--- src/rtl/game_pkg.sv ---
// Shared types and limits for the game-flow controller and its BCD converter.
package game_pkg;

    typedef enum logic [2:0] {StLogo, StReady, StPlay, StTup, StBoard} game_state_t;

    localparam int unsigned DIGIT_W   = 5;
    localparam int unsigned SCORE_MAX = 9999;
    localparam int unsigned TIME_MAX  = 99;

endpackage

--- src/rtl/bin2bcd_seq.sv ---
// Sequential double-dabble: one load cycle, 14 shift/add-3 cycles, then a done cycle
// during which bcd holds the finished digits for the parent to register.
module bin2bcd_seq (
    input  logic        clk,
    input  logic        iRST_n,
    input  logic        start,
    input  logic [13:0] bin,
    output logic        busy,
    output logic        done,
    output logic [15:0] bcd
);

    typedef enum logic [1:0] {CvIdle, CvShift, CvOut} cv_state_t;

    cv_state_t   state_q, state_d;
    logic [13:0] bin_q, bin_d;
    logic [15:0] acc_q, acc_d;
    logic [3:0]  cnt_q, cnt_d;
    logic [15:0] adj;

    always_comb begin
        adj = acc_q;
        for (int i = 0; i < 4; i++) begin
            if (acc_q[4*i +: 4] >= 4'd5) adj[4*i +: 4] = acc_q[4*i +: 4] + 4'd3;
        end

        state_d = state_q;
        bin_d   = bin_q;
        acc_d   = acc_q;
        cnt_d   = cnt_q;
        unique case (state_q)
            CvIdle: begin
                if (start) begin
                    bin_d   = bin;
                    acc_d   = '0;
                    cnt_d   = '0;
                    state_d = CvShift;
                end
            end
            CvShift: begin
                {acc_d, bin_d} = {adj, bin_q} << 1;
                cnt_d = cnt_q + 4'd1;
                if (cnt_q == 4'd13) state_d = CvOut;
            end
            CvOut:   state_d = CvIdle;
            default: state_d = CvIdle;
        endcase
    end

    always_ff @(posedge clk or negedge iRST_n) begin
        if (!iRST_n) begin
            state_q <= CvIdle;
            bin_q   <= '0;
            acc_q   <= '0;
            cnt_q   <= '0;
        end else begin
            state_q <= state_d;
            bin_q   <= bin_d;
            acc_q   <= acc_d;
            cnt_q   <= cnt_d;
        end
    end

    assign busy = (state_q != CvIdle);
    assign done = (state_q == CvOut);
    assign bcd  = acc_q;

endmodule

--- src/rtl/game_sequencer.sv ---
// Game-flow controller: screen FSM, one-second tick, round countdown and player-1 score
// with BCD digit outputs for the display.
module game_sequencer
    import game_pkg::*;
#(
    parameter int unsigned TICK_DIV      = 25_000_000,
    parameter int unsigned READY_SECS    = 3,
    parameter int unsigned ROUND_SECS    = 60,
    parameter int unsigned TIMESUP_SECS  = 3,
    parameter int unsigned TRACE_PTS     = 10,
    parameter int unsigned SNITCH_PTS    = 150,
    parameter int unsigned LIGHTNING_PEN = 50,
    parameter int unsigned TURNER_SECS   = 10
) (
    input  logic               clk,
    input  logic               iRST_n,
    input  logic               start_btn,
    input  logic               trace_done,
    input  logic               snitch_caught,
    input  logic               time_turner_caught,
    input  logic               lightning_hit,
    output logic               logo,
    output logic               get_ready,
    output logic               times_up,
    output logic               leaderboard,
    output logic               round_active,
    output logic               sec_tick,
    output logic [6:0]         time_left,
    output logic [DIGIT_W-1:0] p1_score_ones,
    output logic [DIGIT_W-1:0] p1_score_tens,
    output logic [DIGIT_W-1:0] p1_score_hundreds,
    output logic [DIGIT_W-1:0] p1_score_thousands
);

    localparam int unsigned TickW = (TICK_DIV > 1) ? $clog2(TICK_DIV) : 1;
    localparam logic signed [17:0] TracePts = 18'(TRACE_PTS);
    localparam logic signed [17:0] SnitchPts = 18'(SNITCH_PTS);
    localparam logic signed [17:0] LightPen = 18'(LIGHTNING_PEN);
    localparam logic signed [17:0] ScoreMax = 18'(SCORE_MAX);

    game_state_t       state_q, state_d;
    logic [TickW-1:0]  tick_cnt_q, tick_cnt_d;
    logic [7:0]        phase_q, phase_d;
    logic [6:0]        time_q, time_d;
    logic [13:0]       score_q, score_d, score_next;
    logic [13:0]       last_q;
    logic [15:0]       digits_q;
    logic              start_q;
    logic              tick, start_rise;
    logic signed [17:0] score_sum;
    logic [7:0]        turner_sum;
    logic [6:0]        turner_time;
    logic              conv_start, conv_busy, conv_done;
    logic [15:0]       conv_bcd;

    assign tick       = (tick_cnt_q == TickW'(TICK_DIV - 1));
    assign start_rise = start_btn & ~start_q;

    always_comb begin
        score_sum = $signed({4'd0, score_q})
                  + (trace_done    ? TracePts  : 18'sd0)
                  + (snitch_caught ? SnitchPts : 18'sd0)
                  - (lightning_hit ? LightPen  : 18'sd0);
        if (score_sum < 18'sd0)         score_next = '0;
        else if (score_sum > ScoreMax)  score_next = 14'(SCORE_MAX);
        else                            score_next = score_sum[13:0];

        // A tick in the same cycle as the turner is folded in as -1.
        turner_sum  = {1'b0, time_q} + 8'(TURNER_SECS) - {7'd0, tick};
        turner_time = (turner_sum > 8'(TIME_MAX)) ? 7'(TIME_MAX) : turner_sum[6:0];
    end

    always_comb begin
        state_d = state_q;
        phase_d = phase_q;
        time_d  = time_q;
        score_d = score_q;
        unique case (state_q)
            StLogo: if (start_rise) state_d = StReady;
            StReady: begin
                if (tick) begin
                    if (phase_q == 8'(READY_SECS - 1)) begin
                        state_d = StPlay;
                        time_d  = 7'(ROUND_SECS);
                    end else begin
                        phase_d = phase_q + 8'd1;
                    end
                end
            end
            StPlay: begin
                score_d = score_next;
                if (time_turner_caught) begin
                    time_d = turner_time;
                end else if (tick) begin
                    time_d = time_q - 7'd1;
                    if (time_q == 7'd1) state_d = StTup;
                end
            end
            StTup: begin
                if (tick) begin
                    if (phase_q == 8'(TIMESUP_SECS - 1)) state_d = StBoard;
                    else                                 phase_d = phase_q + 8'd1;
                end
            end
            StBoard: begin
                if (start_rise) begin
                    state_d = StReady;
                    score_d = '0;
                end
            end
            default: state_d = StLogo;
        endcase

        // Restart divider and phase count on every transition so each phase runs full length.
        if (state_d != state_q) begin
            phase_d    = '0;
            tick_cnt_d = '0;
        end else begin
            tick_cnt_d = tick ? '0 : tick_cnt_q + TickW'(1);
        end
    end

    assign conv_start = ~conv_busy & (score_q != last_q);

    always_ff @(posedge clk or negedge iRST_n) begin
        if (!iRST_n) begin
            state_q    <= StLogo;
            tick_cnt_q <= '0;
            phase_q    <= '0;
            time_q     <= '0;
            score_q    <= '0;
            last_q     <= '0;
            digits_q   <= '0;
            start_q    <= 1'b0;
        end else begin
            state_q    <= state_d;
            tick_cnt_q <= tick_cnt_d;
            phase_q    <= phase_d;
            time_q     <= time_d;
            score_q    <= score_d;
            start_q    <= start_btn;
            if (conv_start) last_q <= score_q;
            if (conv_done)  digits_q <= conv_bcd;
        end
    end

    bin2bcd_seq u_bin2bcd (
        .clk    (clk),
        .iRST_n (iRST_n),
        .start  (conv_start),
        .bin    (score_q),
        .busy   (conv_busy),
        .done   (conv_done),
        .bcd    (conv_bcd)
    );

    assign logo         = (state_q == StLogo);
    assign get_ready    = (state_q == StReady);
    assign times_up     = (state_q == StTup);
    assign leaderboard  = (state_q == StBoard);
    assign round_active = (state_q == StPlay);
    assign sec_tick     = tick;
    assign time_left    = time_q;

    assign p1_score_ones      = {1'b0, digits_q[3:0]};
    assign p1_score_tens      = {1'b0, digits_q[7:4]};
    assign p1_score_hundreds  = {1'b0, digits_q[11:8]};
    assign p1_score_thousands = {1'b0, digits_q[15:12]};

endmodule

--- config.mk ---
export PLATFORM = sky130hd
export DESIGN_NAME = game_sequencer
export DESIGN_NICKNAME = d
export VERILOG_FILES = /design/src/rtl/game_pkg.sv /design/src/rtl/bin2bcd_seq.sv /design/src/rtl/game_sequencer.sv
export SDC_FILE = /design/constraint.sdc
export NUM_CORES = 1
export LEC_CHECK = 0
export CAP_MARGIN = 5
export CORE_ASPECT_RATIO = 1.5
export CORE_MARGIN = 5
export CORE_UTILIZATION = 55
export DETAILED_ROUTE_END_ITERATION = 6
export PLACE_DENSITY = 0.81
export SLEW_MARGIN = 20
export SYNTH_ARGS = -nofsm -noshare
export SYNTH_HDL_FRONTEND = slang
export SYNTH_SLANG_ARGS = --single-unit
--- constraint.sdc ---
create_clock -name clk -period 4.5 [get_ports clk]
set_clock_uncertainty 0.2 [all_clocks]
set_input_delay 0.9 -clock clk [delete_from_list [all_inputs] [get_ports clk]]
set_output_delay 0.9 -clock clk [all_outputs]
set_load 0.02 [all_outputs]
Word-level counts from Yosys, hierarchy flattened
Index checks and enable logic that the tools add are counted.
{"block": "totals", "word_cells": 111, "out_inout_bits": 33, "in_bits": 7, "reg_bits": 124}
{"block": "op_classes", "eq_ne": 19, "order_cmp": 7, "bitwise": 4, "mux": 41, "n_addsub": 13, "n_reduce_logical": 15}
{"op": "14-bit two-way mux", "n": 4}
{"op": "14-bit one-hot mux with 2 select lines", "n": 2}
{"op": "25-bit two-way mux", "n": 2}
{"op": "8-bit two-way mux", "n": 5}
{"op": "7-bit two-way mux", "n": 5}
{"op": "16-bit one-hot mux with 2 select lines", "n": 1}
{"op": "3-bit two-way mux", "n": 9}
{"op": "25-bit by 1-bit adder with 25-bit output, second input constant", "n": 1}
{"op": "25-bit == test, second input constant", "n": 1}
{"op": "4-bit two-way mux", "n": 5}
{"op": "17-bit by 15-bit > comparator with 1-bit output, second input constant", "n": 1}
{"op": "17-bit by 1-bit < comparator with 1-bit output, second input constant", "n": 1}
{"op": "16-bit by 6-bit subtractor with 17-bit output", "n": 1}
{"op": "15-bit by 8-bit adder with 16-bit output", "n": 1}
{"op": "4-bit by 3-bit >= comparator with 1-bit output, second input constant", "n": 4}
{"op": "16-bit two-way mux", "n": 1}
{"op": "14-bit by 4-bit adder with 15-bit output", "n": 1}
{"op": "14-bit != test", "n": 1}
{"op": "7-bit one-hot mux with 2 select lines", "n": 1}
{"op": "4-bit by 2-bit adder with 4-bit output, second input constant", "n": 3}
{"op": "3-bit one-hot mux with 4 select lines", "n": 1}
{"op": "2-bit nonzero test", "n": 6}
{"op": "2-bit by 1-bit != test with 1-bit output, second input constant", "n": 5}
{"op": "7-bit by 4-bit adder with 8-bit output, second input constant", "n": 1}
{"op": "29 further kinds", "n": 36}

Logic depth before layout (Yosys ltp)
{"block": "depth", "depth_word": 8, "depth_mapped": 18, "depth_no_buf": 18}

Modules after synthesis
A second synthesis with hierarchy kept.
{"block": "hier_totals", "cells_unflattened": 753, "area_unflattened_um2": 7382.1}
{"mod": "game_sequencer", "instances": 1, "area_each_um2": 5377.7, "cells_each": 552, "seq_area_each_um2": 2202.1}
{"mod": "bin2bcd_seq", "instances": 1, "area_each_um2": 2004.4, "cells_each": 201, "seq_area_each_um2": 900.9}

Least setup slack after synthesis
Ideal clock, no wire load.
{"block": "synth_timing", "kind": "input to register", "start": "in snitch_caught", "end": "reg score_q[6]", "required_time_ns": 4.178, "slack_ns": 0.521, "stages": 12, "path_buffers": 0, "arrival_time_ns": 3.657, "setup_time_ns": 0.122, "cell_sequence": "inv_1 > fa_1 > inv_1 > ha_1 > and2_1 > o311a_1 > o41a_1 > a21boi_2 > xor2_1 > o311ai_1 > a21oi_4 > a32o_1"}
{"block": "synth_via", "elab_chain_len": 7, "word_cells_on_any_way": 8, "classes_between": "add/sub: 2; order compare: 2; mux: 4"}
{"item": "start, declared", "line_no": "game_sequencer.sv:19", "text": "input logic snitch_caught,"}
{"item": "8-bit two-way mux *", "line_no": "game_sequencer.sv:62", "text": "+ (snitch_caught ? SnitchPts : 18'sd0)"}
{"item": "15-bit by 8-bit adder with 16-bit output *", "line_no": "game_sequencer.sv:62"}
{"item": "16-bit by 6-bit subtractor with 17-bit output *", "line_no": "game_sequencer.sv:63", "text": "- (lightning_hit ? LightPen : 18'sd0);"}
{"item": "17-bit by 15-bit > comparator with 1-bit output", "line_no": "game_sequencer.sv:65", "text": "else if (score_sum > ScoreMax) score_next = 14'(SCORE_MAX);"}
{"item": "14-bit two-way mux", "line_no": "game_sequencer.sv:65"}
{"item": "14-bit two-way mux *", "line_no": "game_sequencer.sv:64", "text": "if (score_sum < 18'sd0) score_next = '0;"}
{"item": "14-bit one-hot mux with 2 select lines *", "line_no": "game_sequencer.sv:78", "text": "unique case (state_q)"}
{"item": "end signal, assigned", "line_no": "game_sequencer.sv:140", "text": "score_q <= score_d;"}
{"item": "end, declared", "line_no": "game_sequencer.sv:45", "text": "logic [13:0] score_q, score_d, score_next;"}
Every way passes the cells marked *; elsewhere a longest branch is shown, timed or not.
A chain may end at the register's enable or synchronous reset.

Worst setup path in the final report
{"block": "layout_timing", "start": "in snitch_caught", "end": "reg score_q[5]"}
The elaborated chain is that of the path after synthesis.

==> flow_summary.yaml <==
route:
  drtIter0Drc: 282
  num_vias: 5624
  drc: 0
  post_drt_wl_per_cell_microns: 15.6
  routed_via_density: 5.86
  firstDrtPassIters: 5
  ant_nets: 0
  drt_wl_total_microns: 14900
worst_setup_path:
  worst-path-buf-inv: 4
  required_ps: 4600
  slowest_delay_ps: 550
  cp_data_arrival_time_ps: 4330
  cp_slowest_cell: "o311ai_1"
  crit_path_end_kind: "flop"
  path_cells: "clkdlybuf4s50_1 > inv_1 > fa_1 > inv_1 > ha_1 > buf_4 > a21oi_1 > o211ai_1 > a21oi_1 > xnor2_1 > o41ai_1 > o311ai_1 > a21oi_4 > a32o_1"
  reg2reg_depth: 19
  critPathLaunchType: "input port"
  crit_path_max_fanout: 8
  path_depth: 14
  cp_top_family: "compound AO/OA/AOI/OAI gates"
  path_class: "input port to flop"
pwr:
  p_leak_nw: 3.87
  vdd_drop_max_mv: 0.263
  p_per_area_nw_per_um2: 492
logic_synthesis:
  yosysSeqAreaShare: 0.432
  ys.flop_type: "dfrtp_1"
  postSynth.asyncResetShare: 1.00
  avgSynthCellArea_sq_um: 9.62
  yosys.cell_types.count: 60
  ys_seq_elements: 124
  synth_warnings: 0
  netlist_area_sq_um: 7190
  syn_inst: 747
  synth-edff-count: 0
timing:
  fin_crit_sh: 0.938
  finalSetupTns_ps: 0
  finalHoldViolCount: 0
  fin_crit_ps: 4220
  tightest_slew_ps: 926
  setup_violations: 0
  maxSlewViolCount: 0
  rsz0062_at_grt: "no"
  maxSlewHeadroom: 0.381
  fmax_mhz: 237
floorplanning:
  core-area_sq_um: 12900
  initial_utilization: 0.558
  die_y_microns: 150
  boundaryPins: 40
  dieArea_sq_um: 15500
  die_x_microns: 103
  rows: 51
clock_tree:
  post_cts_buffers: 0
  cts_tree: "built"
  clk_latency_ps: 420
  cts_buffers: 17
  postCtsHoldBufs: 0
  cts_root_buffer: "clkbuf_16"
  clk_transition_reported_paths_ps: 60
  post_cts_resized: 0
  cts.sinks: 124
  htreeDepth: 4
  clk_path_buf_depth: 2
global_route:
  antenna_found_initial: 0
  grt_overflow: 0
  grt_pass1_wl_microns: 26100
  first_global_vias: 5736
  grt_use_total: 0.209
  grt_max_degree: 125
final_layout:
  fin_nets: 843
  fin_cells: 960
  n_antenna_cell: 0
  drive_above_1_share: 0.0911
  final_util: 0.646
  regArea_sq_um: 3100
  multi_input_area_sq_um: 3760
  nFillCells: 1004
  area_growth_pct: 15.8
  design_area_sq_um: 8320
placement:
  dp_cells: 928
  gp_congestion: 0.884
  io_buffer_count: 35
  place_hpwl_microns: 10500
  place_area_sq_um: 7740
run:
  cap_violations: 0
hold_path:
  hp-class: "flop to flop"
  holdPathStages: 2
run_status:
  status: "finished, final reports clean"
==> cell usage in the layout, fill, tap and decap left out, types with 3 or more instances in the layout <==
cell type / Yosys / final
o221ai_1: 4 / 4
ha_1: 46 / 46
clkdlybuf4s50_1: 0 / 34
o31ai_1: 5 / 5
o41ai_1: 3 / 3
a32o_1: 8 / 8
clkinvlp_4: 0 / 4
nand4_1: 7 / 7
o2111ai_1: 3 / 3
a31oi_1: 9 / 8
nand2_1: 57 / 57
nor3_1: 12 / 12
dfrtp_1: 124 / 124
clkbuf_8: 0 / 3
nor2_1: 71 / 71
clkbuf_16: 0 / 17
and3_1: 13 / 13
o21ai_0: 47 / 47
nor4_1: 6 / 6
o32ai_1: 3 / 3
a211oi_1: 5 / 5
buf_4: 4 / 13
a22oi_1: 18 / 18
nand2b_1: 13 / 12
xor2_1: 41 / 41
nand3_1: 19 / 19
conb_1: 1 / 4
a21oi_1: 23 / 22
o22ai_1: 10 / 10
inv_1: 56 / 56
mux2_2: 22 / 22
nor2b_1: 6 / 6
inv_6: 0 / 3
and2_1: 5 / 5
xnor2_1: 34 / 34
mux2i_1: 13 / 13
o211ai_1: 3 / 3
==> per-layer routing <==
layer | wire, microns | track usage
met1 | 6130 | 0.253
met2 | 7930 | 0.355
met3 | 487 | 0.0424
met4 | 399 | 0.0901
met5 | 0 | 0
==> metrics by stage <==
| stage | setup WS (ps) | power (mW) | hold slack (ps) |
|---|---|---|---|
| 2_1_floorplan | 521 | 2.41 | 248 |
| 3_3_place_gp | -50.3 | 2.69 | 263 |
| 3_5_place_dp | -146 | 2.78 | 269 |
| 4_1_cts | 278 | 4.12 | 281 |
| 5_1_grt | 59.2 | 4.34 | 312 |
| 6_report | 277 | 4.09 | 276 |
==> flip-flops by register name, summed over array words and instances, names as in the netlist <==
register / flops
last_q: 14
phase_q: 8
u_bin2bcd.bin_q: 14
time_left: 7
state_q: 3
u_bin2bcd.state_q: 2
u_bin2bcd.bcd: 16
u_bin2bcd.cnt_q: 4
score_q: 14
tick_cnt_q: 25
digits_q: 16
start_q: 1
==> power by group <==
group,internal [mW],switching [mW],leakage (nW)
Combinational,0.560,0.641,2.00
Clock,0.808,0.504,0.273
Sequential,1.35,0.224,1.60
==> kinds of logic (layout without fill, tap and decap cells) <==
| logic type | after synthesis | in the layout | synth area share |
|---|---|---|---|
| simple gates | 219 | 219 | 0.143 |
| flops | 124 | 124 | 0.432 |
| xor+xnor | 75 | 75 | 0.0914 |
| buf+inv | 87 | 138 | 0.0479 |
| other cells | 1 | 4 | 0.000522 |
| mux | 35 | 35 | 0.0526 |
| fa+ha+maj | 48 | 48 | 0.0856 |
| compound gates | 158 | 158 | 0.147 |
==> worst paths after layout <==
check,start,to,slack (ps)
min reg2reg,digits_q[1]$_DFFE_PN0N_,digits_q[1]$_DFFE_PN0N_,280
max reg2reg,tick_cnt_q[0]$_DFF_PN0_,time_left[4]$_DFFE_PN0P_,650
max,snitch_caught,score_q[5]$_DFFE_PN0P_,280
max in group asynchronous,iRST_n,u_bin2bcd.bin_q[0]$_DFFE_PN0P_,3240
min in group asynchronous,iRST_n,tick_cnt_q[5]$_DFF_PN0_,350
min,digits_q[1]$_DFFE_PN0N_,digits_q[1]$_DFFE_PN0N_,280
==> cell usage after synthesis (all sizes together), types with 2 or more instances <==
cell type | number | area share
ha | 46 | 0.080
mux2 | 22 | 0.034
buf | 7 | 0.0061
a31oi | 9 | 0.0078
nand4 | 7 | 0.0061
nor3 | 12 | 0.0084
nand3 | 19 | 0.013
nor3b | 2 | 0.0021
o31ai | 5 | 0.0052
o41ai | 3 | 0.0037
o31a | 2 | 0.0024
o221ai | 4 | 0.0049
xnor2 | 34 | 0.041
o211ai | 3 | 0.0031
a32o | 8 | 0.011
inv | 56 | 0.029
a21oi | 24 | 0.018
dfrtp | 124 | 0.43
and4 | 2 | 0.0024
clkinv | 2 | 0.0010
and2 | 5 | 0.0044
o32ai | 3 | 0.0037
clkbuf | 22 | 0.011
o22ai | 10 | 0.0087
nor4 | 6 | 0.0052
a21o | 2 | 0.0021
a211oi | 5 | 0.0052
mux2i | 13 | 0.018
a22oi | 18 | 0.019
and3 | 13 | 0.011
fa | 2 | 0.0056
nor2 | 71 | 0.037
o2111ai | 3 | 0.0037
xor2 | 41 | 0.050
nand2 | 57 | 0.030
nand2b | 13 | 0.011
nor2b | 6 | 0.0052
o21ai | 48 | 0.033
==> worst reg2reg max path: stages (launching register included) <==
cell and delay [ps]:
dfrtp_1 380, ha_1 200, nand3_1 160, nor4_1 380, buf_4 190, nand2_1 100
inv_1 110, ha_1 150, inv_1 40, ha_1 200, inv_1 60, ha_1 160
nand2b_1 130, nand3_1 90, xor2_1 200, a31oi_1 80, a2111o_1 520, nor3_1 170
a211oi_1 70, o21ai_0 160
==> layout make-up <==
| type | instances | area share |
|---|---|---|
| multi-input cells | 539 | 0.452 |
| clock buffers | 21 | 0.0565 |
| well taps | 159 | 0.0239 |
| inverters | 58 | 0.0262 |
| clock inverters | 11 | 0.0131 |
| repair buffers | 48 | 0.0550 |
| flip-flops and latches | 124 | 0.373 |
No activity file was read; power rests on OpenSTA's default activity.
